[config.mk]
export PLATFORM = sky130hd
export DESIGN_NAME = fp_to_fixed_conv
export DESIGN_NICKNAME = d
export VERILOG_FILES = /design/src/rtl/fp_to_fixed_conv.sv
export SDC_FILE = /design/constraint.sdc
export NUM_CORES = 1
export LEC_CHECK = 0
export BUFFER_PORTS_ARGS = -buffer_cell sky130_fd_sc_hd__buf_2
export CORE_UTILIZATION = 52
export DETAILED_ROUTE_END_ITERATION = 7
export GPL_TIMING_DRIVEN = 0
export PLACE_DENSITY = 0.77
export SYNTH_ARGS = -nofsm -noshare
export SYNTH_HDL_FRONTEND = slang
export SYNTH_SLANG_ARGS = --single-unit
[constraint.sdc]
create_clock -name clk -period 2.4 [get_ports clk]
set_input_delay 0.48 -clock clk [delete_from_list [all_inputs] [get_ports clk]]
set_output_delay 0.48 -clock clk [all_outputs]
set_load 0.05 [all_outputs]
[src/rtl/fp_to_fixed_conv.sv]
// Float-to-fixed converter using a one-bit-per-cycle shifter, valid/ready on both sides.
// Define ROUND_NEAREST_EN to round right shifts half away from zero instead of truncating.
module fp_to_fixed_conv #(
  parameter int FRAC_BITS = 16
) (
  input  logic        clk,
  input  logic        rst,
  input  logic        in_valid,
  output logic        in_ready,
  input  logic [31:0] in_fp,
  output logic        out_valid,
  input  logic        out_ready,
  output logic [31:0] out_fix,
  output logic        out_ovf,
  output logic        busy
);

  localparam logic [7:0] E0 = 8'(22 - FRAC_BITS);

  // FIN latches the result; RND exists only when rounding is built in.
  typedef enum logic [2:0] {IDLE, SHIFT, RND, FIN, DONE} state_t;

  state_t      state, nxt;
  logic [30:0] mag;
  logic        sgn;
  logic [7:0]  cnt;
  logic        dir_right;
  logic [7:0]  in_exp;
  logic [22:0] in_mant;
`ifdef ROUND_NEAREST_EN
  logic        guard;
`endif

  assign in_exp  = in_fp[30:23];
  assign in_mant = in_fp[22:0];

  always_ff @(posedge clk or posedge rst) begin
    if (rst) state <= IDLE;
    else     state <= nxt;
  end

  always_comb begin
    nxt = state;
    case (state)
      IDLE:  if (in_valid) nxt = (in_mant == 23'd0 || in_exp == E0) ? FIN : SHIFT;
      SHIFT: begin
        if (!dir_right && mag[30]) nxt = DONE;
        else if (cnt == 8'd1) begin
`ifdef ROUND_NEAREST_EN
          nxt = dir_right ? RND : FIN;
`else
          nxt = FIN;
`endif
        end
      end
      RND:   nxt = FIN;
      FIN:   nxt = DONE;
      DONE:  if (out_ready) nxt = IDLE;
      default: nxt = IDLE;
    endcase
  end

  assign in_ready  = (state == IDLE);
  assign out_valid = (state == DONE);
  assign busy      = (state != IDLE);

  always_ff @(posedge clk or posedge rst) begin
    if (rst) begin
      mag       <= '0;
      sgn       <= 1'b0;
      cnt       <= '0;
      dir_right <= 1'b0;
      out_fix   <= '0;
      out_ovf   <= 1'b0;
`ifdef ROUND_NEAREST_EN
      guard     <= 1'b0;
`endif
    end else begin
      case (state)
        IDLE: if (in_valid) begin
          sgn       <= in_fp[31];
          mag       <= {8'b0, in_mant};
          dir_right <= (in_exp < E0);
          cnt       <= (in_exp > E0) ? (in_exp - E0) : (E0 - in_exp);
`ifdef ROUND_NEAREST_EN
          guard     <= 1'b0;
`endif
        end
        SHIFT: begin
          if (!dir_right) begin
            // A set top bit means one more left shift would leave the 31-bit magnitude.
            if (mag[30]) begin
              out_ovf <= 1'b1;
              out_fix <= sgn ? 32'h8000_0001 : 32'h7FFF_FFFF;
            end else begin
              mag <= mag << 1;
              cnt <= cnt - 8'd1;
            end
          end else begin
`ifdef ROUND_NEAREST_EN
            guard <= mag[0];
`endif
            mag <= mag >> 1;
            cnt <= cnt - 8'd1;
          end
        end
`ifdef ROUND_NEAREST_EN
        RND: mag <= mag + {30'b0, guard};
`endif
        FIN: begin
          out_ovf <= 1'b0;
          out_fix <= sgn ? (32'd0 - {1'b0, mag}) : {1'b0, mag};
        end
        default: ;
      endcase
    end
  end

endmodule

==> results of run 1 <==
-- timing repair --
action,in CTS,in global routing
resized for setup,2,16
buffers inserted,4,0
setup endpoints to repair,10,49
pin swaps,2,0
-- path summary, 6_finish.rpt --
check / start / end / slack [ns]
max: mag[18] / out_fix[31] / 0.03
min: rst / out_fix[6] / 0.26
max reg2reg: mag[18] / out_fix[31] / 0.03
min reg2reg: out_fix[7] / out_fix[7] / 0.48
max in group asynchronous: rst / mag[19] / 1.46
min in group clk: in_fp[31] / sgn / 0.37
-- cells in the mapped netlist (all sizes together), types with 7 or more instances --
cell type,number
a21oi,54
nand2,77
o311ai,10
clkbuf,45
nor2,38
a221o,13
o22ai,7
nor3,17
dfrtp,77
nand2b,8
inv,13
nor4,14
o211ai,20
nor3b,21
o31ai,9
or3,13
mux2i,9
o21ai,71
a31oi,7
buf,9
-- stage by stage --
stage / utilization [%] / worst slack [ns]
3_5_place_dp: 59.64 / -0.2858
5_1_grt: 62.12 / -0.02441
2_1_floorplan: - / -0.004517
4_1_cts: 61.89 / 0.02667
6_report: 62.12 / 0.03262
3_3_place_gp: 59.42 / -0.2476
-- cell type report --
cell class	instances	area share, %
inverter	14	0.9764
sequential	77	33.43
multi-input combinational	462	49.01
buffer	52	3.840
timing repair buffer	76	7.030
clock inverter	6	0.6943
tap	129	2.799
clock buffer	10	2.213
-- cells in the final DEF, fill, tap and decap left out, types with 6 or more instances in the layout --
master | Yosys | layout
nand2_1 | 77 | 77
dfrtp_1 | 77 | 76
buf_2 | 2 | 72
o21ai_0 | 69 | 69
a21oi_1 | 54 | 54
clkbuf_1 | 45 | 41
nor2_1 | 38 | 38
nor3b_1 | 21 | 20
o211ai_1 | 20 | 20
nor3_1 | 16 | 14
or3_1 | 13 | 13
a221o_1 | 13 | 13
inv_1 | 13 | 12
nor4_1 | 12 | 11
o311ai_0 | 10 | 10
mux2i_1 | 9 | 9
o31ai_1 | 9 | 9
clkbuf_8 | 0 | 9
nand2b_1 | 8 | 8
clkbuf_2 | 0 | 8
a31oi_1 | 7 | 7
o22ai_1 | 7 | 7
a211o_1 | 6 | 6
ha_1 | 6 | 6
-- state kept, by name (all words and copies together) (netlist names) --
register,count
cnt,8
dir_right,1
mag,31
out_fix,32
out_ovf,1
sgn,1
state,3
-- power breakdown --
group	switching [mW]	total [mW]	leakage, nW	internal [mW]
clock	0.511	0.885	0.0860	0.374
sequential	0.641	2.57	0.950	1.93
combinational	3.66	5.33	1.34	1.66
-- kinds of logic after synthesis --
kind of cell,synth area share (%)
adders and majority gates,1.504
muxes,2.031
AOI/OAI and AO/OA,28.60
DFF,38.61
and+or+nand+nor,22.91
xor gates and xnor gates,0.8774
buffers and inverters,5.465
-- routing by layer --
layer  track usage, %  vias up  part of all wire (%)
li1                 -     2442                     -
met5                0        -                     0
met1            39.27     2480                    42
met2            50.50      270                    47
met3            5.710       37                   8.6
met4            11.48        0                   2.5
==> impl_metrics.csv, run 1 <==
group,metric,value,unit
route,drc,0,
worst_setup_path,endpoint_kind,"flop",
power,leakage,2.379,nW
worst_setup_path,critPathArrivalTime,2.60,ns
cts,ctsLongestPathBuffers,2,
worst_setup_path,path_class,"flop to flop",
die,fp.dieArea,9994,sq um
logic_synthesis,synth_cell_types,60,
logic_synthesis,async_reset_ff_share,100.0,%
cells_and_area,fin_nets,734,
logic_synthesis,yosys_warnings,0,
cts,cts_tree,"done",
worst_hold_path,hp-class,"input pin to asynchronous set/reset pin",
logic_synthesis,synth_top_area_share,38.61,%
route,wl_per_cell,17.78,um
global_route,antenna_found_initial,0,
timing,min_period,2.367,ns
worst_setup_path,critPathSlowestCell,"or4_4",
timing,tightest_slew,0.8100,ns
die,core-area,9284,sq um
timing,fin_crit_sh,98.64,%
cells_and_area,multi_input_area,2826,sq um
worst_setup_path,cp_num_buf_inv,1,
worst_setup_path,slowest_delay,0.56,ns
global_route,overflow,0,
cts,clkLatencyLatePin,0.36,ns
timing,skew,0.006474,ns
place,place.gp.congestion,0.9528,
timing,hold_viol,0,
timing,relSlewSlack,45.89,%
worst_setup_path,cp_common_cell,"or4_4",
worst_setup_path,start_kind,"flop",
place,place_area,5537,sq um
timing,grt_setup_unrepaired,"true",
worst_setup_path,cp_num_cells,6,
route,dr.first_iter.drc_count,297,
cells_and_area,fin_area,5767,sq um
logic_synthesis,synthFlopType,"dfrtp_1",
logic_synthesis,seq_area_frac_synth,38.61,%
timing,setup_tns,0,ns
cells_and_area,drive_above_1_share,17.36,%
route,first_pass_iters,5,
logic_synthesis,synth_top_area_cell,"dfrtp_1",
power,finalPower,8.781,mW
timing,maxSlewViolCount,0,
die,ioPinCount,72,
global_route,grt_max_degree,43,
cts,cts.clk_slew.worst_paths,0.09,ns
route,ant_nets,0,
die,rows,35,
worst_setup_path,cp_top_family,"simple AND/OR/NAND/NOR gates",
timing,setup_viol,0,
flow_run,max_cap_violations,0,
cells_and_area,fillCellCount,852,
global_route,track_usage,30.30,%
global_route,grt_pass1_wl,23940,um
logic_synthesis,syn_inst,607,
logic_synthesis,synthTopCellsByArea,"dfrtp_1, o21ai_0, nand2_1, a21oi_1, clkbuf_1",
status,status,"completed",
place,dp.cells,808,
cts,cts_buffers,9,
cells_and_area,antenna-diode-count,0,
logic_synthesis,avgSynthCellArea,8.222,sq um
cts,cts-root-buf,"clkbuf_8",
route,vias_per_cell,6.331,
cells_and_area,ff_latch_area,1928,sq um
power,power.density,1523,nW/um^2
cts,cts.sinks,77,
logic_synthesis,ys_ff_latch,77,
worst_setup_path,crit_required,2.63,ns
logic_synthesis,synth.net_count,649,
global_route,first_global_vias,4893,
cts,cts_hold_buf,0,
cts,htreeDepth,3,
die,die_w,99.97,um
logic_synthesis,synth_edf_count,0,
die,die_h,99.97,um
cells_and_area,syn_to_final_growth,15.54,%
place,post-dp-hpwl,10890,um
timing,fmax,0.4224,GHz
die,start_util,53.76,%
timing,holdWs,0.2554,ns
cells_and_area,final_cells,826,
route,wl,14690,um
place,port_buffers,71,
power,ir_drop,0.8991,mV
worst_setup_path,cp_max_fo,9,
route,vias,5229,
worst_setup_path,cp_cell_sequence,"buf_6 > or4_4 > or2_4 > or4_4 > o41ai_4 > o21ai_2",
logic_synthesis,synth_area,4991,sq um
worst_setup_path,worst_r2r_path_depth,6,
Note: power is estimated with default switching activity, not from simulation.
==> inputs of run 2 (changes only) <==
- CORE_UTILIZATION: 52 -> 58
- PLACE_DENSITY: 0.77 -> 0.82
- TNS_END_PERCENT: default -> 10
- clock period: 2.4 -> 2.3 ns (I/O delays scaled with it)
==> impl_metrics.csv, run 2 (same netlist as run 1, synthesis figures left out) <==
group,metric,value,unit
cts,cts_buffers,9,
worst_hold_path,hp-class,"input pin to asynchronous set/reset pin",
route,wl,15160,um
place,dpl_worst_slack,-0.3917,ns
power,power_switching_share,53.76,%
cells_and_area,fillCellCount,672,
cells_and_area,largestRegisters,"out_fix (32), mag (31), cnt (8)",
worst_setup_path,cp_top_family,"simple AND/OR/NAND/NOR gates",
cells_and_area,fin_area,5853,sq um
cts,ctsLongestPathBuffers,2,
global_route,grt_pass1_wl,24010,um
cells_and_area,drive_above_1_share,18.12,%
worst_setup_path,reg2reg_from,"mag[18]",
timing,setup_ws,-0.06908,ns
worst_setup_path,start_kind,"flop",
power,finalPower,9.572,mW
worst_setup_path,r2r_slack,-0.07,ns
die,die_w,94.77,um
cts,cts_tree,"done",
timing,tightest_slew,0.6443,ns
timing,skew,0.01736,ns
route,drc,0,
worst_setup_path,cp_num_buf_inv,1,
worst_setup_path,slowest_delay,0.56,ns
timing,grt_setup_unrepaired,"true",
global_route,track_usage,34.78,%
route,ant_nets,0,
worst_setup_path,cp_cell_sequence,"buf_6 > or4_4 > or2_4 > or4_4 > o41ai_4 > o21ai_2",
cts,cts-root-buf,"clkbuf_8",
route,dr.first_iter.drc_count,480,
cells_and_area,largest_reg_flops,32,
power,p_int,4.426,mW
cells_and_area,top_register,"out_fix",
cells_and_area,utilization,70.88,%
cells_and_area,ff_latch_area,1928,sq um
global_route,first_global_vias,4847,
cells_and_area,mostFrequentLayoutCells,"nand2_1, dfrtp_1, buf_2",
timing,fin_crit_sh,103.0,%
route,wl_per_cell,18.81,um
status,status,"finished with violations",
die,start_util,60.44,%
die,fp.dieArea,8980,sq um
die,core-area,8258,sq um
global_route,overflow,0,
cts,cts.sinks,77,
timing,hold_viol,0,
place,place_area,5527,sq um
cells_and_area,fin_nets,738,
place,place.gp.congestion,0.9737,
worst_setup_path,path_class,"flop to flop",
timing,fmax,0.4221,GHz
worst_setup_path,r2r-end,"out_fix[31]",
status,violations,"negative setup slack",
place,port_buffers,71,
route,first_pass_iters,5,
worst_setup_path,crit_required,2.55,ns
route,vias,5399,
flow_run,max_cap_violations,0,
cts,clkLatencyLatePin,0.37,ns
worst_setup_path,endpoint_kind,"flop",
die,die_h,94.77,um
cts,htreeDepth,3,
worst_setup_path,cp_common_cell,"or4_4",
die,rows,33,
cells_and_area,syn_to_final_growth,17.27,%
power,leakage,2.440,nW
place,post-dp-hpwl,10910,um
timing,relSlewSlack,56.69,%
worst_setup_path,cp_max_fo,9,
cells_and_area,final_common_cell,"nand2_1",
die,ioPinCount,72,
route,vias_per_cell,6.699,
worst_setup_path,critPathSlowestCell,"or4_4",
power,switchingPower,5.147,mW
cts,cts_hold_buf,0,
timing,setup_viol,2,
cells_and_area,multi_input_area,2841,sq um
power,p_comb_share,59.6,%
cts,cts.clk_slew.worst_paths,0.09,ns
cells_and_area,antenna-diode-count,0,
power,power.density,1635,nW/um^2
power,clkPwrFrac,12.7,%
timing,min_period,2.369,ns
power,seq_power_share,27.7,%
global_route,antenna_found_initial,0,
worst_setup_path,worst_r2r_path_depth,6,
power,ir_drop,1.010,mV
timing,maxSlewViolCount,0,
timing,setup_tns,-0.1181,ns
worst_setup_path,critPathArrivalTime,2.62,ns
global_route,grt_max_degree,34,
==> run 2: power groups by stage <==
stage	sequential, mW	clock (mW)	combinational (mW)
2_1_floorplan	3.45	0	3.20
3_3_place_gp	2.60	0	5.34
3_5_place_dp	2.63	0	5.48
4_1_cts	2.61	1.21	5.51
5_1_grt	2.73	1.27	6.20
6_report	2.65	1.22	5.70
==> run 2: through the flow <==
step,hold slack [ns],instances
after detailed placement,0.4655,785
final,0.07826,806
after floorplan,0.5061,607
after global routing,0.09344,806
after CTS,0.08695,805
after global placement,0.4565,783
==> run 2: cell type report <==
type | instances | area share [%]
multi-input combinational | 462 | 48.55
sequential | 77 | 32.94
timing repair buffer | 78 | 7.396
buffer | 54 | 3.976
clock buffer | 10 | 2.351
tap | 105 | 2.245
clock inverter | 6 | 1.582
inverter | 14 | 0.9620
==> run 2: per-layer routing <==
layer  share of wire (%)  wire length, um  global-route usage, %  vias to the layer above
met3                 9.8             1484                  7.890                       36
met2                  48             7285                  57.91                      332
met4                 2.0              299                  12.37                        0
met1                  40             6094                  44.16                     2586
li1                    -                -                      -                     2445
met5                   0                0                      0                        -
==> run 2: repair_timing <==
item | CTS | global route
setup endpoints to repair | 14 | 46
pin swaps | 2 | 0
gates resized for setup | 2 | 21
setup buffers | 4 | 1
==> run 2: worst max-delay path by stage <==
stage | end | cells after the start | startpoint | slack, ns
global placement | out_fix[26] | 7 | mag[1] | -0.32
floorplan | out_valid | 3 | state[0] | -0.08
finish | out_fix[31] | 6 | mag[18] | -0.07
CTS | out_fix[31] | 6 | mag[18] | -0.06
detailed placement | out_fix[26] | 7 | mag[1] | -0.39
global route | out_fix[29] | 6 | mag[18] | -0.14
